## config.mk

```make
export PLATFORM = sky130hd
export DESIGN_NAME = cond_flag_unit_flat
export DESIGN_NICKNAME = d
export VERILOG_FILES = /design/src/rtl/cond_flag_if.sv /design/src/rtl/cond_flag_unit.sv /design/src/flat_wrapper.sv
export SDC_FILE = /design/constraint.sdc
export NUM_CORES = 1
export LEC_CHECK = 0
export CAP_MARGIN = 20
export CORE_AREA = 5 5 42 44
export CTS_BUF_LIST = sky130_fd_sc_hd__clkbuf_16
export DETAILED_ROUTE_END_ITERATION = 12
export DIE_AREA = 0 0 47 49
export PLACE_DENSITY = 0.73
export SKIP_CTS_REPAIR_TIMING = 1
export SYNTH_ARGS = -nofsm -noshare
export SYNTH_HDL_FRONTEND = slang
export SYNTH_SLANG_ARGS = --single-unit
```

## constraint.sdc

```tcl
create_clock -name clk -period 2.3 [get_ports clk]
set_input_delay 0.46 -clock clk [delete_from_list [all_inputs] [get_ports clk]]
set_output_delay 0.46 -clock clk [all_outputs]
set_load 0.02 [all_outputs]
```

## src/rtl/cond_flag_if.sv

```systemverilog
// Flag-unit bus: decoder/ALU controls in, gated write enables and stored flags out.
// The snapshot signals exist only when COND_FLAG_SNAPSHOT_EN is defined.
interface cond_flag_if;
  logic [3:0] Cond;
  logic [4:0] ALUFlags;
  logic [1:0] FlagW;
  logic       QFlagClr;
  logic       PCS;
  logic       RegW;
  logic       MemW;
  logic       NoWrite;
  logic       Stall;
  logic       PCSrc;
  logic       RegWrite;
  logic       MemWrite;
  logic       CondEx;
  logic [3:0] Flags;
  logic       QFlag;
  logic       curr_carry_flag;
`ifdef COND_FLAG_SNAPSHOT_EN
  logic       FlagSave;
  logic       FlagRestore;
  logic       SnapValid;

  modport master (
    output Cond, ALUFlags, FlagW, QFlagClr, PCS, RegW, MemW, NoWrite, Stall,
           FlagSave, FlagRestore,
    input  PCSrc, RegWrite, MemWrite, CondEx, Flags, QFlag, curr_carry_flag,
           SnapValid
  );
  modport slave (
    input  Cond, ALUFlags, FlagW, QFlagClr, PCS, RegW, MemW, NoWrite, Stall,
           FlagSave, FlagRestore,
    output PCSrc, RegWrite, MemWrite, CondEx, Flags, QFlag, curr_carry_flag,
           SnapValid
  );
`else
  modport master (
    output Cond, ALUFlags, FlagW, QFlagClr, PCS, RegW, MemW, NoWrite, Stall,
    input  PCSrc, RegWrite, MemWrite, CondEx, Flags, QFlag, curr_carry_flag
  );
  modport slave (
    input  Cond, ALUFlags, FlagW, QFlagClr, PCS, RegW, MemW, NoWrite, Stall,
    output PCSrc, RegWrite, MemWrite, CondEx, Flags, QFlag, curr_carry_flag
  );
`endif
endinterface

```

## src/rtl/cond_flag_unit.sv

```systemverilog
// Architectural N/Z/C/V + sticky Q flag register with ARM-style condition gating.
// Optional one-entry flag snapshot enabled by defining COND_FLAG_SNAPSHOT_EN.
module cond_flag_unit #(
  parameter int         NUM_COND    = 16,
  parameter logic [3:0] RESET_FLAGS = 4'b0000
) (
  input  logic        clk,
  input  logic        reset,
  cond_flag_if.slave  bus
);
  localparam int COND_W = $clog2(NUM_COND);

  logic [COND_W-1:0] cond_sel;
  logic [3:0]        flags_reg, flags_next, flags_upd;
  logic              q_reg, q_next;
  logic              cond_ex;
  logic              flag_n, flag_z, flag_c, flag_v;
  logic              upd_en;
  logic              restore_en;

  assign cond_sel = bus.Cond;
  assign flag_n   = flags_reg[3];
  assign flag_z   = flags_reg[2];
  assign flag_c   = flags_reg[1];
  assign flag_v   = flags_reg[0];

  always_comb begin
    cond_ex = 1'b0;
    case (cond_sel)
      4'd0:    cond_ex = flag_z;
      4'd1:    cond_ex = ~flag_z;
      4'd2:    cond_ex = flag_c;
      4'd3:    cond_ex = ~flag_c;
      4'd4:    cond_ex = flag_n;
      4'd5:    cond_ex = ~flag_n;
      4'd6:    cond_ex = flag_v;
      4'd7:    cond_ex = ~flag_v;
      4'd8:    cond_ex = flag_c & ~flag_z;
      4'd9:    cond_ex = ~flag_c | flag_z;
      4'd10:   cond_ex = (flag_n == flag_v);
      4'd11:   cond_ex = (flag_n != flag_v);
      4'd12:   cond_ex = ~flag_z & (flag_n == flag_v);
      4'd13:   cond_ex = flag_z | (flag_n != flag_v);
      4'd14:   cond_ex = 1'b1;
      default: cond_ex = 1'b0;
    endcase
  end

  // Stall deliberately does not mask the write enables; hazard logic handles that.
  assign bus.CondEx          = cond_ex;
  assign bus.PCSrc           = bus.PCS  & cond_ex;
  assign bus.MemWrite        = bus.MemW & cond_ex;
  assign bus.RegWrite        = bus.RegW & cond_ex & ~bus.NoWrite;
  assign bus.Flags           = flags_reg;
  assign bus.QFlag           = q_reg;
  assign bus.curr_carry_flag = flags_reg[1];

  assign upd_en = cond_ex & ~bus.Stall;

  // FlagW[1] owns {N,Z}, FlagW[0] owns {C,V}; each half loads independently.
  generate
    for (genvar gi = 0; gi < 2; gi++) begin : g_half
      assign flags_upd[2*gi+1:2*gi] = (upd_en & bus.FlagW[gi]) ?
                                      bus.ALUFlags[2*gi+1:2*gi] :
                                      flags_reg[2*gi+1:2*gi];
    end
  endgenerate

`ifdef COND_FLAG_SNAPSHOT_EN
  logic [4:0] shadow_reg, shadow_next;
  logic       snap_valid_reg, snap_valid_next;
  logic       save_en;

  assign save_en       = bus.FlagSave & ~bus.Stall;
  assign restore_en    = bus.FlagRestore & ~bus.Stall & snap_valid_reg;
  assign bus.SnapValid = snap_valid_reg;

  // A simultaneous save captures the pre-restore state, so the entry stays valid.
  always_comb begin
    shadow_next     = shadow_reg;
    snap_valid_next = snap_valid_reg;
    if (save_en) begin
      shadow_next     = {q_reg, flags_reg};
      snap_valid_next = 1'b1;
    end else if (restore_en) begin
      snap_valid_next = 1'b0;
    end
  end

  always_ff @(posedge clk or negedge reset) begin
    if (!reset) begin
      shadow_reg     <= 5'b00000;
      snap_valid_reg <= 1'b0;
    end else begin
      shadow_reg     <= shadow_next;
      snap_valid_reg <= snap_valid_next;
    end
  end
`else
  logic [4:0] shadow_reg;

  assign restore_en = 1'b0;
  assign shadow_reg = 5'b00000;
`endif

  // Q set beats clear; a snapshot restore beats both the flag and Q updates.
  always_comb begin
    flags_next = flags_upd;
    q_next     = q_reg;
    if (bus.QFlagClr & ~bus.Stall) q_next = 1'b0;
    if (upd_en & bus.ALUFlags[4])  q_next = 1'b1;
    if (restore_en) begin
      q_next     = shadow_reg[4];
      flags_next = shadow_reg[3:0];
    end
  end

  always_ff @(posedge clk or negedge reset) begin
    if (!reset) begin
      flags_reg <= RESET_FLAGS;
      q_reg     <= 1'b0;
    end else begin
      flags_reg <= flags_next;
      q_reg     <= q_next;
    end
  end
endmodule
```

## src/flat_wrapper.sv

```systemverilog
// flat-port wrapper written by rule: the top's interface ports become plain ports
module cond_flag_unit_flat 
#(
  parameter int         NUM_COND    = 16,
  parameter logic [3:0] RESET_FLAGS = 4'b0000
)
  (clk, reset, bus_Cond, bus_ALUFlags, bus_FlagW, bus_QFlagClr, bus_PCS, bus_RegW, bus_MemW, bus_NoWrite, bus_Stall, bus_PCSrc, bus_RegWrite, bus_MemWrite, bus_CondEx, bus_Flags, bus_QFlag, bus_curr_carry_flag);
  cond_flag_if bus_i ();
  input  logic clk;
  input  logic reset;
  input wire logic [$bits(bus_i.Cond)-1:0] bus_Cond;
  input wire logic [$bits(bus_i.ALUFlags)-1:0] bus_ALUFlags;
  input wire logic [$bits(bus_i.FlagW)-1:0] bus_FlagW;
  input wire logic [$bits(bus_i.QFlagClr)-1:0] bus_QFlagClr;
  input wire logic [$bits(bus_i.PCS)-1:0] bus_PCS;
  input wire logic [$bits(bus_i.RegW)-1:0] bus_RegW;
  input wire logic [$bits(bus_i.MemW)-1:0] bus_MemW;
  input wire logic [$bits(bus_i.NoWrite)-1:0] bus_NoWrite;
  input wire logic [$bits(bus_i.Stall)-1:0] bus_Stall;
  output wire logic [$bits(bus_i.PCSrc)-1:0] bus_PCSrc;
  output wire logic [$bits(bus_i.RegWrite)-1:0] bus_RegWrite;
  output wire logic [$bits(bus_i.MemWrite)-1:0] bus_MemWrite;
  output wire logic [$bits(bus_i.CondEx)-1:0] bus_CondEx;
  output wire logic [$bits(bus_i.Flags)-1:0] bus_Flags;
  output wire logic [$bits(bus_i.QFlag)-1:0] bus_QFlag;
  output wire logic [$bits(bus_i.curr_carry_flag)-1:0] bus_curr_carry_flag;
  assign bus_i.Cond = bus_Cond;
  assign bus_i.ALUFlags = bus_ALUFlags;
  assign bus_i.FlagW = bus_FlagW;
  assign bus_i.QFlagClr = bus_QFlagClr;
  assign bus_i.PCS = bus_PCS;
  assign bus_i.RegW = bus_RegW;
  assign bus_i.MemW = bus_MemW;
  assign bus_i.NoWrite = bus_NoWrite;
  assign bus_i.Stall = bus_Stall;
  assign bus_PCSrc = bus_i.PCSrc;
  assign bus_RegWrite = bus_i.RegWrite;
  assign bus_MemWrite = bus_i.MemWrite;
  assign bus_CondEx = bus_i.CondEx;
  assign bus_Flags = bus_i.Flags;
  assign bus_QFlag = bus_i.QFlag;
  assign bus_curr_carry_flag = bus_i.curr_carry_flag;
  cond_flag_unit #(.NUM_COND(NUM_COND), .RESET_FLAGS(RESET_FLAGS)) u_core (.clk(clk), .reset(reset), .bus(bus_i));
endmodule
```

### After elaboration in Yosys (flattened, before gate mapping)

Cells that the tools add are included.

| storage, ports and cells | value |
|---|---|
| memory bits (writable) | 0 |
| bits in read-only memories | 0 |
| memories | 0 |
| output and inout bits | 10 |
| register bits | 5 |
| bits in latches | 0 |
| input bits | 19 |

| operators by class | value |
|---|---|
| eq/ne operators | 16 |
| muxes and demuxes | 3 |
| $add $sub $neg | 0 |
| divide/modulo/power cells | 0 |
| bitwise gates (word level) | 19 |
| multipliers | 0 |
| order comparisons | 0 |
| shifts and indexed selects | 0 |
| reductions and logical operators | 2 |

Operators by type and width:

| cell | count |
|---|---|
| $eq A4 B4 Y1 const B | 7 |
| $eq A4 B3 Y1 const B | 4 |
| $pmux W1 S15 | 1 |
| $and A1 B1 Y1 | 11 |
| $eq A4 B2 Y1 const B | 2 |
| $not A1 Y1 | 6 |
| $eq A4 B1 Y1 const B | 1 |
| $logic_not A4 Y1 | 1 |
| $mux W1 | 2 |
| $or A1 B1 Y1 | 2 |
| $reduce_bool A2 Y1 | 1 |
| $eq A1 B1 Y1 | 1 |
| $ne A1 B1 Y1 | 1 |

### Logic depth before layout (Yosys ltp)

| depth | value |
|---|---|
| word-level depth | 6 |
| depth in mapped cells | 6 |
| gate-level depth less buffers | 5 |

### Worst setup path before layout

Ideal clock, no wire load.

| path | value |
|---|---|
| kind | input to output |
| from | input port bus_Cond[1] |
| to | output port bus_RegWrite |
| slack | -0.099 ns |
| buffers on the path | 1 |
| data required time | 1.840 ns |
| data arrival time | 1.939 ns |
| stages | 6 |
| cell sequence | buf_4 inv_1 or4_1 a31o_1 nand3_1 and3b_1 |

| between the ends | value |
|---|---|
| cells in the longest elaborated chain, start to end | 4 |
| elaborated cells between the ends (all ways) | 18 |

Ends and longest elaborated chain:

| item | RTL line | RTL |
|---|---|---|
| start: declaration | flat_wrapper.sv:11 | `input wire logic [$bits(bus_i.Cond)-1:0] bus_Cond;` |
| $eq A4 B4 Y1, or another cell as far along | cond_flag_unit.sv:29 | `case (cond_sel)` |
| $pmux W1 S15 * | cond_flag_unit.sv:29 |  |
| via bus_CondEx | flat_wrapper.sv:23 | `output wire logic [$bits(bus_i.CondEx)-1:0] bus_CondEx;` |
| $and A1 B1 Y1 * (2 in a row) | cond_flag_unit.sv:53 | `assign bus.RegWrite = bus.RegW & cond_ex & ~bus.NoWrite;` |
| end: declaration | flat_wrapper.sv:21 | `output wire logic [$bits(bus_i.RegWrite)-1:0] bus_RegWrite;` |

Mark *: on every way through the listed nets, which the timed path passes. The rest lies on a longest branch.

### Final worst setup path

| path | value |
|---|---|
| from | register u_core.flags_reg[0], in the netlist u_core.bus.Flags[0] |
| to | output port bus_RegWrite |

| between the ends | value |
|---|---|
| cells in the longest elaborated chain, start to end | 5 |
| elaborated cells between the ends (all ways) | 8 |

Ends and longest elaborated chain:

| item | RTL line | RTL |
|---|---|---|
| start: declaration | cond_flag_unit.sv:14 | `logic [3:0] flags_reg, flags_next, flags_upd;` |
| start signal: assignment | cond_flag_unit.sv:123 | `flags_reg <= flags_next;` |
| $ne A1 B1 Y1 or $eq A1 B1 Y1 (tied branches) | -- |  |
| $or A1 B1 Y1 or $and A1 B1 Y1 (tied branches) | cond_flag_unit.sv:43, cond_flag_unit.sv:42 |  |
| $pmux W1 S15 * | cond_flag_unit.sv:29 |  |
| $and A1 B1 Y1 * (2 in a row) | cond_flag_unit.sv:53 |  |

Every way passes the cells marked *; elsewhere a longest branch is shown, timed or not.

==> results.yml <==
logic_synthesis:
  yosysMostFrequentCell: "dfrtp_1"
  synthTopCellsByCount: "dfrtp_1, inv_1, mux2_1, and2_1, nand2_1"
  netlist_area_um2: 434
  synth_edf_count: 0
  ys_types: 28
  yosysWarningCount: 0
  synthArstFlopShare_pct: 100
  synth_ff_type: "dfrtp_1"
  synth.top_cells.by_area: "dfrtp_1, mux2_1, mux2i_1"
  syn_area_per_cell_um2: 9.05
  synthCells: 48
  post-synth-top-area-fraction_pct: 28.8
  synth.largest_area_cell: "dfrtp_1"
  synth-seq-cells: 5
  synth-seq-area-share_pct: 28.8
  synth_nets: 67
timing:
  fin_hold_ws_ns: 0.458
  max_freq_ghz: 0.422
  finalCritPeriodShare_pct: 103
  skew_ns: 0.00131
  relSlewSlack_pct: 75.9
  fin_tns_setup_ns: -0.148
  final-setup-viol-count: 4
  hold_viol: 0
  final.min_clock_period_ns: 2.37
  fin_ws_ns: -0.0687
  rsz0062_at_grt: "true"
  worst_pin_slew_ns: 0.358
  slew_viol_final: 0
worst_setup_path:
  crit_buf_inv: 1
  cp.arrival_ns: 1.91
  reg2reg_from: "u_core.bus.Flags[0]"
  reg2reg_to: "u_core.bus.Flags[0]"
  slowest_stage: "dfrtp_1"
  slowest_delay_ns: 0.41
  r2r_slack_ns: 0.10
  critPathCaptureType: "output port"
  path_delay_family: "simple AND/OR/NAND/NOR gates"
  worst-setup-path-type: "reg -> out"
  reg2reg_depth: 6
  path_cells: "xor2_2, or4_1, a31o_1, nand3_4, and3b_2, buf_6"
  cp_max_fo: 4
  crit_path_start_kind: "flop"
  crit_required_ns: 1.84
placement:
  portBuffers: 28
  postPlaceCellArea_um2: 848
  gp_congestion: 0.893
  hpwl_um: 1170
status:
  failed_checks: "setup timing"
  outcome: "complete, but fails checks"
cts:
  cts-root-buf: "clkbuf_16"
  cts_sinks: 5
  htreeDepth: 1
  path_clk_slew_ns: 0.03
  numCtsBuffers: 3
  cts_tree: "done"
  clk_latency_ns: 0.22
  cts_max_path_buffers: 2
power_and_ir_drop:
  p_leak_nw: 0.471
  peakVddDrop_mv: 0.818
  powerDensity_nw_per_um2: 1070
  finalPower_w: 0.00103
flow_run:
  maxCapViolations: 0
die:
  core_um2: 1400
  fp.dieH_um: 49
  die_x_um: 47
  rows: 14
  pin_count: 29
  die_area_um2: 2300
  start_util_pct: 31.0
worst_hold_path:
  hold_class: "in -> async"
grt:
  grt_pass1_wl_um: 2430
  grt_max_degree: 7
  grt.overflow.total: 0
  antenna_found_initial: 0
  grtUsageTotal_pct: 14.4
  first_global_vias: 605
drt:
  routedWlPerCell_um: 14.1
  routed_via_density: 5.05
  first_pass_iters: 4
  vias: 560
  antenna_left: 0
  drc_errors: 0
  routed_wl_um: 1560
  drt_iter0_markers: 7
finish:
  nNetsFinal: 115
  syn2layout_area_growth_pct: 121
  design_area_um2: 958
  antennaDiodeCount: 0
  final_layout_size_suffix_gt1_share_pct: 32.6
-- registers in the layout, summed over array words and instances, names as in the netlist --
| signal | flops |
|---|---|
| u_core.bus.QFlag | 1 |
| u_core.bus.Flags | 4 |
-- where the power goes --
part | switching, W | total (W) | leakage (nW) | internal [W]
Combinational | 0.000255 | 0.000573 | 0.368 | 0.000318
Clock | 0.0000517 | 0.000276 | 0.0423 | 0.000225
Sequential | 0.0000468 | 0.000177 | 0.0602 | 0.000130
Total | 0.000354 | 0.00103 | 0.471 | 0.000673
-- cells in the final DEF (no fill, tap or decap), drive strengths merged --
cell,count
dlymetal6s2s,4
clkbuf,3
o221ai,1
dfrtp,5
nand4,1
nand3,1
inv,6
and3,1
mux2,4
and2,3
a311oi,2
buf,22
or4,1
a31oi,1
nor4,1
nand2b,1
nor3,2
xor2,2
and3b,1
a32o,1
nor4b,2
mux2i,2
nor2,1
and4,1
nand4bb,1
a31o,1
clkdlybuf4s50,20
o311ai,1
nand2,3
-- per-layer routing --
layer,part of all wire (%),global-route usage (%),vias up
met5,0,0,-
met4,0.83,7.83,0
met3,6.7,3.69,2
met2,52,22.6,21
met1,41,16.9,263
li1,-,-,274
-- cell type report --
cell class / count / area [um2]
inverter: 5 / 18.8
multi-input combinational: 35 / 299
tap: 16 / 20.0
fill: 114 / 443
clock inverter: 1 / 3.75
timing repair buffer: 46 / 417
sequential: 5 / 125
clock buffer: 3 / 75.1
-- worst max path at each step --
stage	from	endpoint	slack (ns)	cells after the start
finish	u_core.bus.Flags[0]	bus_RegWrite	-0.07	6
global route	u_core.bus.Flags[0]	bus_RegWrite	-0.16	7
CTS	bus_Cond[1]	bus_RegWrite	-0.80	7
detailed placement	bus_Cond[1]	bus_RegWrite	-0.79	7
global placement	bus_Cond[1]	bus_RegWrite	-0.78	7
floorplan	u_core.bus.Flags[3]	bus_RegWrite	0.01	5
-- cell families (layout without fill, tap and decap cells) --
kind of cell	after synthesis	in the layout	share of synthesized area, %
AO/OA/AOI/OAI	7	7	13.8
XOR/XNOR	2	2	4.04
AND/OR/NAND/NOR	20	20	29.4
multiplexers	6	6	15.0
buffers and inverters	8	55	8.93
flip-flops	5	5	28.8
-- metrics by stage --
step	std cells	util [%]	setup slack, ns
global placement	106	60.5	-0.781
floorplan	48	-	0.00988
global route	111	68.4	-0.161
detailed placement	106	60.5	-0.791
CTS	110	66.2	-0.798
finish	111	68.4	-0.0687
-- worst register-to-register path: cells and delay by family, from the launching register on --
family	cells	cell delay, ns
and+or+nand+nor	1	0.40
muxes	1	0.31
DFF	1	0.41
xor gates and xnor gates	1	0.21
buffers and inverters	1	0.17
AOI/OAI and AO/OA	2	0.57
Power figures use the tool's default switching activity.
